[src/rtl/aes_vector_sequencer.sv]
// Purpose  : walks a table of AES test vectors and runs one encrypt/decrypt pass per vector.
//            Each run's ciphertext and recovered plaintext are checked, and pass/fail/timeout is recorded per vector.
// Latency  : vector memory is read one cycle after vec_addr_o. Per-vector overhead outside RUN is 3 cycles.
// Backpress: there is no handshake. start_i is ignored while busy, and a stalled run is abandoned after TIMEOUT cycles.
// Ports    : clk/reset (async, active-high); start_i/loop_mode_i control;
//            vec_* vector memory read port; dut_* drive/result of the SPI master;
//            enc_pass_o/dec_pass_o/timeout_flags_o per-vector bitmaps;
//            busy_o/done_o/all_pass_o/error_sticky_o/iter_count_o status.
module aes_vector_sequencer #(
   parameter int NUM_VEC = 8,
   parameter int IDX_W   = 3,
   parameter int TIMEOUT = 4096,
   parameter int TO_W    = 13
) (
   input  logic               clk,
   input  logic               reset,
   input  logic               start_i,
   input  logic               loop_mode_i,
   output logic [IDX_W-1:0]   vec_addr_o,
   input  logic [127:0]       vec_message_i,
   input  logic [255:0]       vec_key_i,
   input  logic [7:0]         vec_nk_i,
   input  logic [127:0]       vec_expected_i,
   output logic               dut_reset_o,
   output logic [127:0]       dut_message_o,
   output logic [255:0]       dut_key_o,
   output logic [7:0]         dut_nk_o,
   input  logic               enc_valid_i,
   input  logic               dec_valid_i,
   input  logic [127:0]       dut_data_i,
   output logic [NUM_VEC-1:0] enc_pass_o,
   output logic [NUM_VEC-1:0] dec_pass_o,
   output logic [NUM_VEC-1:0] timeout_flags_o,
   output logic               busy_o,
   output logic               done_o,
   output logic               all_pass_o,
   output logic               error_sticky_o,
   output logic [15:0]        iter_count_o
);

   localparam logic [IDX_W-1:0] LAST_IDX = IDX_W'(NUM_VEC - 1);
   localparam logic [TO_W-1:0]  TO_LAST  = TO_W'(TIMEOUT - 1);

   typedef enum logic [2:0] {
      S_IDLE,
      S_FETCH,
      S_LOAD,
      S_RUN,
      S_NEXT,
      S_DONE
   } state_t;

   state_t             state_q, state_d;
   logic [IDX_W-1:0]   idx_q, idx_d;
   logic               loop_q, loop_d;
   logic [127:0]       msg_q, msg_d;
   logic [255:0]       key_q, key_d;
   logic [7:0]         nk_q, nk_d;
   logic [127:0]       exp_q, exp_d;
   logic [TO_W-1:0]    to_cnt_q, to_cnt_d;
   logic               enc_seen_q, enc_seen_d;
   logic [NUM_VEC-1:0] enc_pass_q, enc_pass_d;
   logic [NUM_VEC-1:0] dec_pass_q, dec_pass_d;
   logic [NUM_VEC-1:0] to_flags_q, to_flags_d;
   logic               err_q, err_d;
   logic [15:0]        iter_q, iter_d;
   logic               all_pass_q, all_pass_d;

   logic enc_match;
   logic dec_match;

   assign enc_match = (dut_data_i == exp_q);
   assign dec_match = (dut_data_i == msg_q);

   always_comb begin
      state_d    = state_q;
      idx_d      = idx_q;
      loop_d     = loop_q;
      msg_d      = msg_q;
      key_d      = key_q;
      nk_d       = nk_q;
      exp_d      = exp_q;
      to_cnt_d   = to_cnt_q;
      enc_seen_d = enc_seen_q;
      enc_pass_d = enc_pass_q;
      dec_pass_d = dec_pass_q;
      to_flags_d = to_flags_q;
      err_d      = err_q;
      iter_d     = iter_q;
      // Follows the bitmaps one cycle late.
      all_pass_d = (&enc_pass_q) & (&dec_pass_q) & ~(|to_flags_q);

      case (state_q)
         S_IDLE, S_DONE: begin
            if (start_i) begin
               enc_pass_d = '0;
               dec_pass_d = '0;
               to_flags_d = '0;
               err_d      = 1'b0;
               iter_d     = '0;
               idx_d      = '0;
               loop_d     = loop_mode_i;
               state_d    = S_FETCH;
            end
         end
         S_FETCH: begin
            state_d = S_LOAD;
         end
         S_LOAD: begin
            // Memory data for idx_q is valid in this cycle.
            msg_d      = vec_message_i;
            key_d      = vec_key_i;
            nk_d       = vec_nk_i;
            exp_d      = vec_expected_i;
            to_cnt_d   = '0;
            enc_seen_d = 1'b0;
            state_d    = S_RUN;
         end
         S_RUN: begin
            to_cnt_d = to_cnt_q + TO_W'(1);
            if (enc_valid_i) begin
               enc_pass_d[idx_q] = enc_match;
               enc_seen_d        = 1'b1;
               if (!enc_match) err_d = 1'b1;
            end
            if (dec_valid_i) begin
               dec_pass_d[idx_q] = dec_match;
               // A decrypt result with no ciphertext yet seen is a protocol error.
               if (!dec_match || !(enc_seen_q || enc_valid_i)) err_d = 1'b1;
               state_d = S_NEXT;
            end else if (to_cnt_q == TO_LAST) begin
               to_flags_d[idx_q] = 1'b1;
               err_d             = 1'b1;
               state_d           = S_NEXT;
            end
         end
         S_NEXT: begin
            if (idx_q != LAST_IDX) begin
               idx_d   = idx_q + IDX_W'(1);
               state_d = S_FETCH;
            end else if (loop_q) begin
               // New pass: fresh bitmaps, but error_sticky survives for soak reporting.
               if (iter_q != 16'hFFFF) iter_d = iter_q + 16'd1;
               enc_pass_d = '0;
               dec_pass_d = '0;
               to_flags_d = '0;
               idx_d      = '0;
               state_d    = S_FETCH;
            end else begin
               state_d = S_DONE;
            end
         end
         default: begin
            state_d = S_IDLE;
         end
      endcase
   end

   always_ff @(posedge clk or posedge reset) begin
      if (reset) begin
         state_q    <= S_IDLE;
         idx_q      <= '0;
         loop_q     <= 1'b0;
         msg_q      <= '0;
         key_q      <= '0;
         nk_q       <= '0;
         exp_q      <= '0;
         to_cnt_q   <= '0;
         enc_seen_q <= 1'b0;
         enc_pass_q <= '0;
         dec_pass_q <= '0;
         to_flags_q <= '0;
         err_q      <= 1'b0;
         iter_q     <= '0;
         all_pass_q <= 1'b0;
      end else begin
         state_q    <= state_d;
         idx_q      <= idx_d;
         loop_q     <= loop_d;
         msg_q      <= msg_d;
         key_q      <= key_d;
         nk_q       <= nk_d;
         exp_q      <= exp_d;
         to_cnt_q   <= to_cnt_d;
         enc_seen_q <= enc_seen_d;
         enc_pass_q <= enc_pass_d;
         dec_pass_q <= dec_pass_d;
         to_flags_q <= to_flags_d;
         err_q      <= err_d;
         iter_q     <= iter_d;
         all_pass_q <= all_pass_d;
      end
   end

   // The SPI side is released only while a vector is running. This also
   // gives at least one reset cycle between vectors.
   assign dut_reset_o     = (state_q != S_RUN);
   assign vec_addr_o      = idx_q;
   assign dut_message_o   = msg_q;
   assign dut_key_o       = key_q;
   assign dut_nk_o        = nk_q;
   assign enc_pass_o      = enc_pass_q;
   assign dec_pass_o      = dec_pass_q;
   assign timeout_flags_o = to_flags_q;
   assign busy_o          = (state_q != S_IDLE) && (state_q != S_DONE);
   assign done_o          = (state_q == S_DONE);
   assign all_pass_o      = all_pass_q;
   assign error_sticky_o  = err_q;
   assign iter_count_o    = iter_q;

endmodule
[config.mk]
export PLATFORM = sky130hd
export DESIGN_NAME = aes_vector_sequencer
export DESIGN_NICKNAME = d
export VERILOG_FILES = /design/src/rtl/aes_vector_sequencer.sv
export SDC_FILE = /design/constraint.sdc
export NUM_CORES = 2
export LEC_CHECK = 0
export BUFFER_PORTS_ARGS = -buffer_cell sky130_fd_sc_hd__clkbuf_2
export CORE_AREA = 5 5 422 424
export CTS_BUF_LIST = sky130_fd_sc_hd__clkbuf_4 sky130_fd_sc_hd__clkbuf_8 sky130_fd_sc_hd__clkbuf_16
export DETAILED_ROUTE_END_ITERATION = 6
export DIE_AREA = 0 0 427 429
export PLACE_DENSITY = 0.41
export RECOVER_POWER = 25
export SKIP_CTS_REPAIR_TIMING = 1
export SYNTH_ARGS = -nofsm -noshare
export SYNTH_HDL_FRONTEND = slang
export SYNTH_SLANG_ARGS = --single-unit
[constraint.sdc]
create_clock -name clk -period 40.6 [get_ports clk]
set_input_delay 6.09 -clock clk [delete_from_list [all_inputs] [get_ports clk]]
set_output_delay 6.09 -clock clk [all_outputs]
set_load 0.02 [all_outputs]
* Yosys cells after proc, flatten, opt, wreduce, memory -nomap -nowiden
Cells that the tools add are included. Widths: inputs -> output; s select.
Storage, ports and cells: bits in registers 583, logic and storage cells 110, output and inout bits 440
Operators by class: bitwise logic cells 4, reductions and logical operators 25, muxes and demuxes 39, eq/ne operators 22, $add $sub $neg 3, magnitude comparators 2
Operators by type and width (number):
- $eq 128x128->1 | 2
- $pmux 8 s3 | 3
- $mux 16 | 4
- $mux 8 | 7
- $pmux 16 s2 | 1
- $pmux 13 s2 | 1
- $mux 3 | 8
- $add 16x1->16 const B | 1
- $bwmux 8 | 2
- $ne 16x16->1 const B | 1
- $ne 2x2->1 const B | 8
- $reduce_and 8->1 | 2
- $pmux 3 s5 | 1
- $reduce_and 5->1 | 3
- $add 13x1->13 const B | 1
- $eq 13x12->1 const B | 1
- $ne 3x3->1 const B | 4
- $mux 1 | 8
- $or 8x8->8 | 1
- $reduce_and 2->1 | 4
- $reduce_or 8->1 | 1
- $eq 3x2->1 const B | 2
- $eq 3x3->1 const B | 2
- $pmux 3 s2 | 1
- other kinds (18) | 26

* Logic depth before layout (Yosys ltp)
depth in word-level cells 8, gate-level depth with buffers 10, depth with buffers taken out 8

* Worst setup path before layout
OpenSTA, ideal clock, no wires.
path type input to register, from input port dut_data_i[8], to register dec_pass_q[0], in the netlist dec_pass_o[0], stages on the path 7, setup slack 32.652 ns, arrival time 7.853 ns, required time 40.504 ns, cell sequence xor2_1 > nor4_1 > nand4_1 > or4_1 > or3_1 > buf_6 > o31ai_1
On the way: word-level cells in the longest chain between the ends 4
Ends and longest elaborated chain:
- start: declaration | line 30 | input logic [127:0] dut_data_i,
- $eq 128x128->1 | line 73 | assign dec_match = (dut_data_i == msg_q);
- $bwmux 8 | line 127 | dec_pass_d[idx_q] = dec_match;
- $mux 8 | line 126 | if (dec_valid_i) begin
- $pmux 8 s3 | line 93 | case (state_q)
- end signal: assignment | line 187 | dec_pass_q <= dec_pass_d;
- end: declaration | line 63 | logic [NUM_VEC-1:0] dec_pass_q, dec_pass_d;
No other way between the ends. The select of a mux whose other input is x is not followed. A chain may end at the register's enable or synchronous reset.

* Worst setup path in the final report
from register state_q[2], to output port dut_reset_o
On the way: word-level cells in the longest chain between the ends 1
Ends and longest elaborated chain:
- start: declaration | line 53 | state_t state_q, state_d;
- start signal: assignment | line 177 | state_q <= state_d;
- $ne 3x2->1 | line 197 | assign dut_reset_o = (state_q != S_RUN);
- end: declaration | line 24 | output logic dut_reset_o,
No other way between the ends.

==> key figures <==
Clocking
  – Sink Count: 583
  – Cts bufs inserted: 80
  – Worst-case clock buffer depth: 3
  – H-tree Lvls: 3
  – Worst-path clk slew: 60 ps
  – Worst skew pair latency: 710 ps
  – CTS tree: done
  – Root buffer cell: clkbuf_16

Hold path
  – Hold Path Class: flop to flop
  – Hold Startpoint: dut_key_o[200]

Detailed routing
  – Detailed Routing Iterations Pass 1: 5
  – WL final: 152 mm
  – DR WL/cell: 23.8 um
  – DRT antenna net count: 0
  – Initial drt markers: 1,737
  – Via count: 24,200
  – DRC Markers: 0
  – Vias/cell: 3.79

STA
  – Clock skew: 45.3 ps
  – Clock period minus final worst setup slack: 9520 ps
  – Fin Setup TNS: 0 ps
  – Final hold vios: 0
  – Final setup vio count: 0
  – Max Freq: 0.105 GHz
  – Worst-margin pin slew: 1210 ps
  – RSZ-0062 raised after global routing: no
  – Setup WS post-layout: 31,080 ps
  – Slew HR: 0.186
  – Slew Viols, Final: 0
  – Final period utilization: 0.234

Floorplan
  – Area of the core: 173,000 um2
  – Area of the die: 183,000 um2
  – Die height: 429 um
  – Initial Util: 0.146
  – Top-level I/O count: 1,094
  – # rows: 153
  – Die W: 427 um

Placement
  – IO Port Bufs: 1,093
  – Final HPWL DP: 123 mm
  – Pre-CTS setup slack: 31,190 ps
  – Gpl congestion: 0.922

Worst setup path
  – CP endpoint kind: output pin
  – Worst path required time: 34,510 ps
  – Crit Reg-Reg Startpoint: state_q[2]
  – Critical Path AT: 3430 ps
  – CP max stage cell: nor2_1
  – Buffers & Inverters on Critical Path: 2
  – CP delay by family, top: simple AND/OR/NAND/NOR gates
  – CP Cell Sequence: nand2b_1 -> nor2_1 -> inv_1 -> clkbuf_2
  – CP Max Fanout: 20
  – CP Launch Type: flop
  – CP Launch Point: state_q[2]
  – Critical Path Max Stage Delay: 840 ps
  – Critical path class: flop to output pin

Yosys
  – Post-Syn Area: 25,300 um2
  – Seq cells post-synth: 583
  – Synth Warn #: 0
  – Syn_area_per_cell: 8.73 um2
  – Post-Syn Instances: 2,894
  – Count of flip-flops with a built-in enable after synthesis: 0
  – Cell variety after synth: 40
  – Seq/Total Area, Yosys: 0.577
  – Post-synth ARST share: 1.00
  – Top_reg_cell synth: dfrtp_1
  – Syn nets: 3,552

Global routing
  – Largest net degree at the start of global routing: 154
  – GR Util All Layers: 0.160
  – Antenna violations before repair: 60
  – First-pass GRT wire length: 204 mm
  – Gr ovfl total: 0
  – Vias in the first global route: 24,500

Flow run
  – Max-Cap Viols: 0

Pwr
  – Cell leakage power: 19.0 nW
  – PnR Total Power: 0.00327 W
  – Cell Int Power: 0.00170 W
  – Reg power frac: 0.334
  – Clock Power Share: 0.228
  – Pwr dens: 90.4 nW/um2
  – Switch share: 0.480
  – P_sw: 0.00157 W
  – Max VDD drop: 37.8 uV
  – Combinational power share: 0.438

Status
  – Run status: complete, no violations

Cells and area
  – Layout cells sized above 1: 0.308
  – Area Overhead vs Synth: 43.3%
  – # nets final: 4,620
  – Fin util: 0.209
stage by stage:
stage / area (um2) / cells / hold WS, ps
2_1_floorplan: 25300 / 2894 / 459
3_3_place_gp: 33400 / 6203 / 459
3_5_place_dp: 33400 / 6205 / 461
4_1_cts: 36200 / 6354 / 476
5_1_grt: 36200 / 6367 / 489
6_report: 36200 / 6374 / 470
placed cells by master (no fill, tap or decap), types with 5 or more instances in the layout:
cell       count
clkinv_4       5
nand2b_1       7
o21ai_0       43
and3_1         9
clkinv_2       9
inv_1          7
nand4_1       65
or3_1          6
xnor2_1      179
nor2_1        36
mux2i_1        7
xor2_1        83
a21oi_1       25
nand2_1     1602
diode_2       20
clkbuf_1      37
buf_4         21
nor3_1         8
o31ai_1        8
clkbuf_4      20
clkbuf_16     81
clkbuf_2    1056
a22o_1         9
nand3_1       13
nor4_1        33
dfrtp_1      583
clkbuf_8      18
metal layers:
metal / part of all wire / GRT usage / vias up
met1: 0.39 / 0.190 / 11700
met5: 0.00076 / 0 / -
met3: 0.069 / 0.0400 / 230
met4: 0.033 / 0.0513 / 18
met2: 0.50 / 0.281 / 963
li1: - / - / 11200
cells in the mapped netlist (all sizes together) (2+ instances only):
library cell	number	area (um2)
a22o	9	78.8
nor2b	4	25.0
nor3b	4	30.0
inv	8	30.0
nor3	9	45.0
nand2	1603	6020
a21oi	26	130
or3	6	37.5
o31ai	8	60.1
nand4b	2	17.5
clkbuf	126	473
o21ai	43	215
buf	6	31.3
and3	9	56.3
ha	4	50.1
nand4	65	407
a21o	2	15.0
and2	4	25.0
xnor2	179	1570
xor2	83	727
nor4	35	219
mux2	2	22.5
mux2i	7	70.1
nand3	13	65.1
nand2b	7	43.8
dfrtp	583	14600
nor2	37	139
final timing paths:
path	to	slack (ps)	cells after the start
setup / recovery	dut_reset_o	31080	4
hold / removal	dut_key_o[200]	470	2
setup reg to reg	dut_key_o[154]	35930	7
hold reg to reg	dut_key_o[200]	470	2
max in group asynchronous	dut_message_o[84]	32560	4
min in group asynchronous	dut_key_o[141]	5550	2
worst register-to-register path, stage by stage (launching register included):
cell,delay (ps)
dfrtp_1,490
nand2b_1,540
nor2_4,760
buf_4,720
buf_4,810
buf_4,780
nand2_1,390
nand2_1,120
final cells by class:
cell class | count | area [um2]
Clock inverter | 30 | 362
Fill cell | 19600 | 137000
Sequential cell | 583 | 14600
Timing Repair Buffer | 1118 | 5650
Antenna cell | 20 | 50.0
Inverter | 8 | 37.5
Multi-Input combinational cell | 2171 | 10200
Clock buffer | 119 | 2420
Tap cell | 2325 | 2910
state kept, by name, summed over array words and instances (netlist names):
register,cells
state_q,3
exp_q,128
loop_q,1
iter_count_o,16
error_sticky_o,1
dut_key_o,256
enc_pass_o,8
timeout_flags_o,8
dut_message_o,128
dut_nk_o,8
vec_addr_o,3
dec_pass_o,8
all_pass_o,1
enc_seen_q,1
to_cnt_q,13
power by group through the flow:
| stage | Combinational (W) | Sequential [W] | Clock, W |
|---|---|---|---|
| 2_1_floorplan | 0.000605 | 0.00126 | 0 |
| 3_3_place_gp | 0.00147 | 0.00110 | 0 |
| 3_5_place_dp | 0.00147 | 0.00110 | 0 |
| 4_1_cts | 0.00147 | 0.00109 | 0.000774 |
| 5_1_grt | 0.00157 | 0.00112 | 0.000793 |
| 6_report | 0.00143 | 0.00109 | 0.000747 |
cell families (layout without fill, tap and decap cells):
family                   after synthesis  after routing  share of synthesized area
AND/OR/NAND/NOR                     1802           1802                      0.283
AO/OA/AOI/OAI                         94             94                     0.0216
adder cells (fa/ha/maj)                4              4                    0.00198
other                                  0             20                          0
multiplexers                           9              9                    0.00366
XOR/XNOR                             262            262                     0.0908
buffers and inverters                140           1275                     0.0211
flip-flops                           583            583                      0.577
(Power assumes the default switching activity.)
